File: config.mk
export PLATFORM = sky130hd
export DESIGN_NAME = f1_light_sequencer
export DESIGN_NICKNAME = d
export VERILOG_FILES = /design/src/rtl/f1_pkg.sv /design/src/rtl/f1_lfsr.sv /design/src/rtl/f1_light_sequencer.sv
export SDC_FILE = /design/constraint.sdc
export NUM_CORES = 1
export LEC_CHECK = 0
export ABC_AREA = 1
export CORE_MARGIN = 10
export CORE_UTILIZATION = 60
export CTS_BUF_LIST = sky130_fd_sc_hd__clkbuf_16
export CTS_CLUSTER_DIAMETER = 150
export DETAILED_ROUTE_END_ITERATION = 10
export PLACE_DENSITY = 0.94
export SETUP_SLACK_MARGIN = 0.4
export SYNTH_ARGS = -nofsm -noshare
export SYNTH_HDL_FRONTEND = slang
export SYNTH_HIERARCHICAL = 1
export SYNTH_SLANG_ARGS = --single-unit
File: constraint.sdc
create_clock -name clk -period 3 [get_ports clk]
set_clock_uncertainty 0.1 [all_clocks]
set_input_delay 0.75 -clock clk [delete_from_list [all_inputs] [get_ports clk]]
set_output_delay 0.75 -clock clk [all_outputs]
set_load 0.02 [all_outputs]
File: src/rtl/f1_pkg.sv
// Shared types and helpers for the F1 start-light sequencer.
package f1_pkg;

  // Sequencer states; DONE and FAULT behave like IDLE but keep their outputs.
  typedef enum logic [2:0] {
    IDLE  = 3'd0,
    SEQ   = 3'd1,
    HOLD  = 3'd2,
    OUT   = 3'd3,
    DONE  = 3'd4,
    FAULT = 3'd5
  } f1_state_t;

  // Supported LFSR widths.
  localparam int LFSR_W_MIN = 4;
  localparam int LFSR_W_MAX = 16;

  // Maximal-length Fibonacci tap masks; bit (n-1) set means tap n is used.
  // The register shifts towards the MSB with the XOR of the tapped bits entering
  // at bit0. Widths outside 4..16 get an all-zero mask.
  function automatic logic [15:0] lfsr_taps(input int w);
    logic [15:0] t;
    t = 16'h0000;
    case (w)
      4:       t = 16'h000C;
      5:       t = 16'h0014;
      6:       t = 16'h0030;
      7:       t = 16'h0060;
      8:       t = 16'h00B8;
      9:       t = 16'h0110;
      10:      t = 16'h0240;
      11:      t = 16'h0500;
      12:      t = 16'h0829;
      13:      t = 16'h100D;
      14:      t = 16'h2015;
      15:      t = 16'h6000;
      16:      t = 16'hD008;
      default: t = 16'h0000;
    endcase
    return t;
  endfunction

  // A run is in progress in SEQ, HOLD and OUT.
  function automatic logic is_busy(input f1_state_t s);
    return (s == SEQ) || (s == HOLD) || (s == OUT);
  endfunction

endpackage

File: src/rtl/f1_lfsr.sv
// Free-running Fibonacci LFSR used to randomise the all-lamps-on hold time.
// Resets to 1 and never reaches 0.
module f1_lfsr
  import f1_pkg::*;
#(
  parameter int W = 7
) (
  input  logic         clk,
  input  logic         rst,
  output logic [W-1:0] q
);

  localparam logic [W-1:0] TAPS = W'(lfsr_taps(W));

  logic [W-1:0] r_q;
  logic         w_fb;

  assign w_fb = ^(r_q & TAPS);
  assign q    = r_q;

  // Advance every cycle; the seed of 1 keeps the register off the all-zero lockup.
  always_ff @(posedge clk or negedge rst) begin
    if (!rst) begin
      r_q <= W'(1);
    end else begin
      r_q <= {r_q[W-2:0], w_fb};
    end
  end

endmodule

File: src/rtl/f1_light_sequencer.sv
// F1 start-light controller with reaction timer.
// A trigger fills the lamp bar one lamp per tick, holds it for a random number
// of ticks, blanks it, then counts ticks until the driver reacts. A react
// before the blank is a jump start.
//
// rt_valid is a one-cycle strobe with no ready: rt_count is final and stable
// on the strobe cycle and stays held until the next run starts, so a consumer
// may sample it on the strobe or any later cycle.
//
// NUM_LIGHTS must be 2..32, LFSR_W 4..16 and MIN_HOLD below 2**LFSR_W.
module f1_light_sequencer
  import f1_pkg::*;
#(
  parameter int NUM_LIGHTS = 8,
  parameter int DIV_W      = 16,
  parameter int LFSR_W     = 7,
  parameter int RT_W       = 16,
  parameter int MIN_HOLD   = 2
) (
  input  logic                  clk,
  input  logic                  rst,
  input  logic                  trigger,
  input  logic                  react,
  input  logic [DIV_W-1:0]      div_n,
  output logic [NUM_LIGHTS-1:0] lights,
  output logic                  busy,
  output logic                  rt_valid,
  output logic [RT_W-1:0]       rt_count,
  output logic                  jump_start,
  output f1_state_t             dbg_state
);

  // One spare bit so lfsr + MIN_HOLD cannot overflow.
  localparam int HOLD_W = LFSR_W + 1;

  localparam logic [HOLD_W-1:0]     HOLD_ONE = HOLD_W'(1);
  localparam logic [HOLD_W-1:0]     HOLD_MIN = HOLD_W'(MIN_HOLD);
  localparam logic [DIV_W-1:0]      DIV_ONE  = DIV_W'(1);
  localparam logic [RT_W-1:0]       RT_ONE   = RT_W'(1);
  localparam logic [RT_W-1:0]       RT_MAX   = '1;
  localparam logic [NUM_LIGHTS-1:0] ALL_ON   = '1;

  f1_state_t             r_state;
  f1_state_t             w_next;
  logic [DIV_W-1:0]      r_div_q;
  logic [DIV_W-1:0]      r_presc;
  logic [HOLD_W-1:0]     r_hold_len;
  logic [HOLD_W-1:0]     r_hold_cnt;
  logic [NUM_LIGHTS-1:0] r_lights;
  logic [RT_W-1:0]       r_rt_count;
  logic                  r_rt_valid;
  logic                  r_jump;
  logic [LFSR_W-1:0]     w_lfsr;

  logic w_busy;
  logic w_tick;
  logic w_state_chg;
  logic w_start;
  logic w_fault;
  logic w_done;
  logic w_to_hold;
  logic w_to_out;
  logic w_rt_full;
  logic w_hold_last;

  f1_lfsr #(
    .W(LFSR_W)
  ) u_lfsr (
    .clk(clk),
    .rst(rst),
    .q  (w_lfsr)
  );

  assign w_busy      = is_busy(r_state);
  assign w_tick      = w_busy && (r_presc == r_div_q);
  assign w_state_chg = (w_next != r_state);
  assign w_rt_full   = (r_rt_count == RT_MAX);
  assign w_hold_last = ((r_hold_cnt + HOLD_ONE) == r_hold_len);

  // Next-state and per-transition strobes. react is checked before the tick so
  // that a react on the HOLD->OUT cycle is a jump start and a react coinciding
  // with an OUT tick ends the run without counting that tick.
  always_comb begin
    w_next    = r_state;
    w_start   = 1'b0;
    w_fault   = 1'b0;
    w_done    = 1'b0;
    w_to_hold = 1'b0;
    w_to_out  = 1'b0;
    unique case (r_state)
      IDLE, DONE, FAULT: begin
        if (trigger) begin
          w_next  = SEQ;
          w_start = 1'b1;
        end
      end
      SEQ: begin
        if (react) begin
          w_next  = FAULT;
          w_fault = 1'b1;
        end else if (w_tick && r_lights[NUM_LIGHTS-2]) begin
          w_next    = HOLD;
          w_to_hold = 1'b1;
        end
      end
      HOLD: begin
        if (react) begin
          w_next  = FAULT;
          w_fault = 1'b1;
        end else if (w_tick && w_hold_last) begin
          w_next   = OUT;
          w_to_out = 1'b1;
        end
      end
      OUT: begin
        if (react || w_rt_full) begin
          w_next = DONE;
          w_done = 1'b1;
        end
      end
      default: begin
        w_next = IDLE;
      end
    endcase
  end

  // State register.
  always_ff @(posedge clk or negedge rst) begin
    if (!rst) begin
      r_state <= IDLE;
    end else begin
      r_state <= w_next;
    end
  end

  // Tick period is frozen at run start so mid-run div_n changes are ignored.
  always_ff @(posedge clk or negedge rst) begin
    if (!rst) begin
      r_div_q <= '0;
    end else if (w_start) begin
      r_div_q <= div_n;
    end
  end

  // Prescaler: runs only while busy, restarts on every state change.
  always_ff @(posedge clk or negedge rst) begin
    if (!rst) begin
      r_presc <= '0;
    end else if (w_state_chg || !w_busy || w_tick) begin
      r_presc <= '0;
    end else begin
      r_presc <= r_presc + DIV_ONE;
    end
  end

  // Hold length is sampled from the LFSR as the last lamp lights; ticks are then counted.
  always_ff @(posedge clk or negedge rst) begin
    if (!rst) begin
      r_hold_len <= '0;
      r_hold_cnt <= '0;
    end else if (w_to_hold) begin
      r_hold_len <= {1'b0, w_lfsr} + HOLD_MIN;
      r_hold_cnt <= '0;
    end else if ((r_state == HOLD) && w_tick) begin
      r_hold_cnt <= r_hold_cnt + HOLD_ONE;
    end
  end

  // Lamp bar: cleared at run start, filled from bit0 in SEQ, all on for a
  // jump start, dark from the blank onwards.
  always_ff @(posedge clk or negedge rst) begin
    if (!rst) begin
      r_lights <= '0;
    end else if (w_start) begin
      r_lights <= '0;
    end else if (w_fault) begin
      r_lights <= ALL_ON;
    end else if (w_to_out) begin
      r_lights <= '0;
    end else if ((r_state == SEQ) && w_tick) begin
      r_lights <= {r_lights[NUM_LIGHTS-2:0], 1'b1};
    end
  end

  // Reaction counter saturates at all-ones; the exit to DONE handles the rest.
  always_ff @(posedge clk or negedge rst) begin
    if (!rst) begin
      r_rt_count <= '0;
    end else if (w_start) begin
      r_rt_count <= '0;
    end else if ((r_state == OUT) && !react && w_tick && !w_rt_full) begin
      r_rt_count <= r_rt_count + RT_ONE;
    end
  end

  // Result strobe and sticky jump-start flag.
  always_ff @(posedge clk or negedge rst) begin
    if (!rst) begin
      r_rt_valid <= 1'b0;
      r_jump     <= 1'b0;
    end else begin
      r_rt_valid <= w_done;
      if (w_start) begin
        r_jump <= 1'b0;
      end else if (w_fault) begin
        r_jump <= 1'b1;
      end
    end
  end

  assign lights     = r_lights;
  assign busy       = w_busy;
  assign rt_valid   = r_rt_valid;
  assign rt_count   = r_rt_count;
  assign jump_start = r_jump;
  assign dbg_state  = r_state;

endmodule

==> results of run 1 <==
==> cell type report <==
class | instances | share of cell area (%)
sequential | 84 | 38.80
tap | 99 | 2.285
clock buffer | 9 | 4.155
timing repair buffer | 55 | 10.04
clock inverter | 7 | 2.262
inverter | 71 | 5.055
multi-input combinational | 390 | 37.40
==> critical path: stages (launching register included) <==
cell     delay (ns)
dfrtp_1        0.46
ha_1           0.28
or2_2          0.32
nand2_1        0.09
nand2_1        0.05
nand2_1        0.08
nand3_1        0.09
nor2_1         0.10
nand2_1        0.08
nor2_1         0.15
nand3_1        0.28
nand3_1        0.17
nand2_1        0.07
==> what timing repair did <==
action                                 CTS  global route
hold buffers                             0             0
setup endpoints to repair                1             0
resized for setup                        1             0
endpoints found under the hold margin    0             0
==> flip-flops by register name, summed over array words and instances, names as in the netlist <==
name,cells
jump_start,1
u_lfsr/q,7
r_div_q,16
r_presc,16
r_hold_cnt,8
rt_valid,1
lights,8
rt_count,16
r_hold_len,8
dbg_state,3
==> metrics by stage <==
| step | total power, mW | util [%] |
|---|---|---|
| finish | 3.875 | 74.73 |
| floorplan | 2.168 | - |
| CTS | 3.884 | 74.73 |
| global route | 4.070 | 74.73 |
| global placement | 2.523 | 69.95 |
| detailed placement | 2.582 | 69.95 |
==> power by group through the flow <==
stage	clock, mW	sequential [mW]	combinational (mW)
5_1_grt	1.34	1.50	1.23
2_1_floorplan	0	1.54	0.632
6_report	1.29	1.48	1.10
4_1_cts	1.30	1.48	1.11
3_3_place_gp	0	1.48	1.04
3_5_place_dp	0	1.49	1.09
==> worst min path at each step <==
stage | endpoint | cells past startpoint
floorplan | u_lfsr/q[3] | 0
global placement | u_lfsr/q[3] | 0
detailed placement | u_lfsr/q[1] | 0
CTS | r_div_q[2] | 1
global route | r_div_q[0] | 1
finish | r_div_q[2] | 1
==> kinds of logic after synthesis <==
family          count (synthesis)  share of synthesized area (%)
compound gates                 64                          8.392
simple gates                  291                          29.86
flops                          84                          47.18
xor+xnor                       31                          6.090
buf+inv                        81                          7.353
fa+ha+maj                       4                          1.123
==> layout by cell type (no fill, tap or decap), types with 12 or more instances in the layout <==
cell             netlist  final
nor2_1                45     45
nand4_1               12     12
xor2_1                27     27
dfrtp_1               83     83
o21ai_0               21     21
a21oi_1               15     15
nand2_1              147    147
inv_1                 61     61
nand3_1               48     48
clkdlybuf4s50_1        0     47
==> per-layer routing <==
metal  track usage (%)  vias to the layer above  share of wire, %
li1                  -                     1902                 -
met2             33.88                      189                49
met4             8.704                        0               2.5
met5                 0                        -                 0
met1             24.28                     1929                41
met3             4.771                       26               7.0
==> reports/summary.txt, run 1 <==
switching share of power: 34.29%
Hold Slack: 0.2555 ns
Core Rows: 31
CTS H-tree lvls: 3
Arrival @ worst endpoint: 2.57 ns
input/output buffers: 49
Netlist Area Pre-Place: 4458 µm²
area of the multi-input gates: 2027 µm²
final instance area: 5420 µm²
final hold vios: 0
total core area: 7253 µm²
CTS tree: built
Final WS setup: 0.5580 ns
Pint: 2.546 mW
FMAX: 409.5 MHz
nets: 635
Unique masters post-synth: 41
clk sinks: 84
total global routing overflow: 0
min-delay worst type: input port to async pin
Synth async-reset ratio: 100.0%
die height: 106.2 µm
Synthesis Warnings: 6
post-synthesis sequential area ratio: 47.18%
FF-to-FF setup slack: 0.56 ns
Reg power frac: 38.3%
CP endpoint: lights[6]
DRT Pass-1 Iters: 5
flops & latches, synth: 84
Post-DRT Antenna Nets: 0
HPWL Detailed: 7798 µm
Area growth syn-to-layout: 21.58%
final wirelength: 11180 µm
Crit Reg-Reg Startpoint: r_hold_cnt[0]
Worst Setup SP: r_hold_cnt[0]
outcome: finished, final reports clean
Die Wd: 106.2 µm
DRC viols: 0
Slew @ Worst Pin: 0.5484 ns
first-pass GRT wire length: 18720 µm
headroom to the max-slew limit: 63.10%
switching pwr: 1.329 mW
placed instance area: 5074 µm²
layout cell share with drive strength beyond 1: 8.929%
Synth area leaders: dfrtp_1 (47%), nand2_1 (12%), nand3_1 (5.4%), xor2_1 (5.3%), inv_1 (5.1%)
1st-iter DRT viols: 336
Clk pwr share: 33.3%
P_leak: 2.514 nW
CP required: 3.12 ns
dpl ws: 0.3451 ns
Post-synth EDFFs: 0
ys flop type: dfrtp_1
CP endpoint kind: flop
R2R depth: 12
Final Non-Filler Cells: 715
syn avg cell area: 8.032 µm²
initial antenna violation count: 0
vias in the first global route: 3949
ant diodes: 0
Setup Buffers After CTS: 0
setup TNS: 0 ns
post-synth top area share: 46.59%
RSZ-0062 raised after global routing: no
fillcell total: 516
crit path kind: flop to flop
Post-synth top cells: nand2_1 (147), dfrtp_1 (83), inv_1 (61)
dominant cell type by area after synthesis: dfrtp_1
pwr/cell area: 714.9 nW/µm²
critical path fanouts, max: 8
max cap viols: 0
Tcrit/Tclk final: 81.40%
Setup violations, final: 0
GRT Total Usage: 20.19%
Initial Util: 61.46%
Post-Syn Instances: 555
Worst VDD drop: 595.4 µV
top-count cell post-synth: nand2_1
number of buffers on the longest clock path: 2
Synth Net Count: 579
DIE AREA: 11280 µm²
clock buffer count from CTS: 9
Combinational Power Share: 28.5%
pin count of the biggest net entering global routing: 52
vias per cell: 5.659
storage element area: 2103 µm²
GP Congestion: 0.9563
WL/cell: 15.64 µm
critical path launch point type: flop
Root Buffer: clkbuf_16
minimum clock period after layout: 2.442 ns
max-slew violation count: 0
# placed instances: 699
worst reg2reg endpoint: lights[6]
vias: 4046
clk slew on worst S/H paths: 0.06 ns
Skew-Pair Late Insertion Delay: 0.34 ns
io pins: 50
(Power assumes the default switching activity.)
==> run 2, diff against run 1 <==
- CORE_UTILIZATION: 60 -> 51
- PLACE_DENSITY: 0.94 -> 0.86
- clock period: 3 -> 2.11 ns (I/O delays scaled with it)
==> reports/summary.txt, run 2 (same netlist as run 1, synthesis figures left out) <==
outcome: finished, violations left
failing checks: negative setup slack
initial antenna violation count: 0 (unchanged)
FF-to-FF setup slack: -0.23 ns (-0.79 ns)
number of buffers on the longest clock path: 2 (unchanged)
switching share of power: 41.92% (+7.6 points)
Final WS setup: -0.2295 ns (-0.7875 ns)
first-pass GRT wire length: 25100 µm (+34%)
WL/cell: 26.55 µm (+70%)
final hold vios: 0 (unchanged)
max cap viols: 0 (unchanged)
Root Buffer: clkbuf_16
DRT Pass-1 Iters: 11 (+6)
Initial Util: 51.88% (-9.6 points)
Reg power frac: 32.0% (-6.3 points)
Post-DRT Antenna Nets: 0 (unchanged)
switching pwr: 2.907 mW (+120%)
input/output buffers: 49 (unchanged)
clk slew on worst S/H paths: 0.08 ns (+0.02 ns)
minimum clock period after layout: 2.339 ns (-0.1025 ns)
Hold Crit Depth: 0
vias: 5494 (+36%)
Arrival @ worst endpoint: 2.47 ns (-0.10 ns)
total global routing overflow: 0 (unchanged)
RSZ-0062 raised after global routing: yes
Clk pwr share: 25.8% (-7.5 points)
1st-iter DRT viols: 882 (+160%)
Skew-Pair Late Insertion Delay: 0.37 ns (+0.03 ns)
headroom to the max-slew limit: 67.01% (+3.9 points)
setup TNS: -1.798 ns (-1.798 ns)
Die Wd: 113.5 µm (+6.9%)
commonest non-fill, non-tap cell in the layout: nand2_1
FMAX: 427.4 MHz (+4.4%)
CP endpoint kind: flop
Worst VDD drop: 722.7 µV (+21%)
total core area: 8593 µm² (+18%)
CP required: 2.24 ns (-0.88 ns)
Combinational Power Share: 42.2% (+14 points)
critical path launch point type: flop
Slew @ Worst Pin: 0.4872 ns (-0.06124 ns)
CTS H-tree lvls: 3 (unchanged)
Worst Setup SP: r_div_q[5]
crit path kind: flop to flop
pin count of the biggest net entering global routing: 52 (unchanged)
DRC viols: 0 (unchanged)
die height: 113.5 µm (+6.9%)
most frequent cells in the layout: nand2_1 (102), buf_4 (77), dfrtp_1 (66), inv_1 (50), nand2_2 (34)
clock buffer count from CTS: 9 (unchanged)
max-slew violation count: 0 (unchanged)
DIE AREA: 12880 µm² (+14%)
vias per cell: 6.667 (+18%)
P_leak: 3.265 nW (+30%)
layout cell share with drive strength beyond 1: 49.58% (+41 points)
GRT Total Usage: 23.87% (+3.7 points)
hold_sp: u_lfsr/q[0]
Pint: 4.028 mW (+58%)
vias in the first global route: 4817 (+22%)
CTS tree: built
Core Rows: 34 (+9.7%)
io pins: 50 (unchanged)
Crit Reg-Reg Startpoint: r_div_q[5]
min-delay worst type: flop to flop
pwr/cell area: 939.3 nW/µm² (+31%)
ant diodes: 0 (unchanged)
dpl ws: -0.1076 ns (-0.4527 ns)
clk sinks: 84 (unchanged)
final instance area: 7382 µm² (+36%)
GP Congestion: 0.8744 (-8.6%)
Setup violations, final: 17 (+17)
HPWL Detailed: 7994 µm (+2.5%)
Tcrit/Tclk final: 110.9% (+29 points)
Area growth syn-to-layout: 65.59%
critical path fanouts, max: 6 (-2)
placed instance area: 5248 µm² (+3.4%)
final wirelength: 21880 µm (+96%)
nets: 735 (+16%)
R2R depth: 11 (-1)
## run 2: final timing paths
path                           endpoint
setup reg to reg           rt_count[12]
min in group asynchronous    r_div_q[5]
hold / removal              u_lfsr/q[1]
hold reg to reg             u_lfsr/q[1]
max in group asynchronous   u_lfsr/q[0]
setup / recovery           rt_count[12]
## run 2: stage by stage
stage                     hold WS (ns)  utilization (%)  power [mW]  cells
after floorplan                 0.1319                -       3.098    555
after global placement          0.2913            61.07       3.703    721
after detailed placement        0.2934            61.07       3.778    721
after CTS                       0.3036            75.38       5.714    785
after global routing            0.3085            85.91       7.089    824
final                           0.3033            85.91       6.934    824
## run 2: worst max-delay path, stage by stage (launching register included)
cell	delay [ns]
dfrtp_1	0.43
xor2_2	0.22
nor2_4	0.18
nand2_2	0.13
nor2_4	0.17
nand2_4	0.10
nor2_4	0.17
buf_12	0.14
buf_12	0.11
buf_12	0.13
nand3_2	0.07
o21ai_1	0.23
## run 2: area by class of cell
class                      instances  area (µm²)
clock buffer                       9       225.2
clock inverter                     7       91.34
fill                             318        1211
inverter                          71       311.5
multi-input combinational        391        3027
sequential                        84        2125
tap                              108       135.1
timing repair buffer             154        1468
## run 2: power groups by stage
stage | logic [mW] | registers, mW | clock network [mW]
6_report | 2.93 | 2.22 | 1.79
5_1_grt | 3.05 | 2.22 | 1.82
4_1_cts | 1.90 | 2.13 | 1.68
3_5_place_dp | 1.64 | 2.13 | 0
3_3_place_gp | 1.58 | 2.12 | 0
2_1_floorplan | 0.910 | 2.19 | 0
## run 2: routing by layer
| layer | wire [µm] | global-route usage, % | vias to the layer above | share of wire, % |
|---|---|---|---|---|
| met5 | 0 | 0 | - | 0 |
| met4 | 2028 | 12.52 | 0 | 9.3 |
| met3 | 2686 | 6.982 | 224 | 12 |
| met2 | 9728 | 39.29 | 596 | 44 |
| met1 | 7438 | 27.53 | 2567 | 34 |
| li1 | - | - | 2107 | - |
## run 2: timing repair
item                       4_1_cts  5_1_grt
hold endpoints to repair        16        0
cloned                           5        0
hold buffers                     1        0
setup endpoints to repair       88       97
resized for setup              183      201
pin swaps                       39       65
setup buffers                   42       39
==> run 3, diff against run 2 <==
- CAP_MARGIN: not set -> 20
==> results of run 3 <==
Final layout, timing and power as in run 2 (identical DEF).
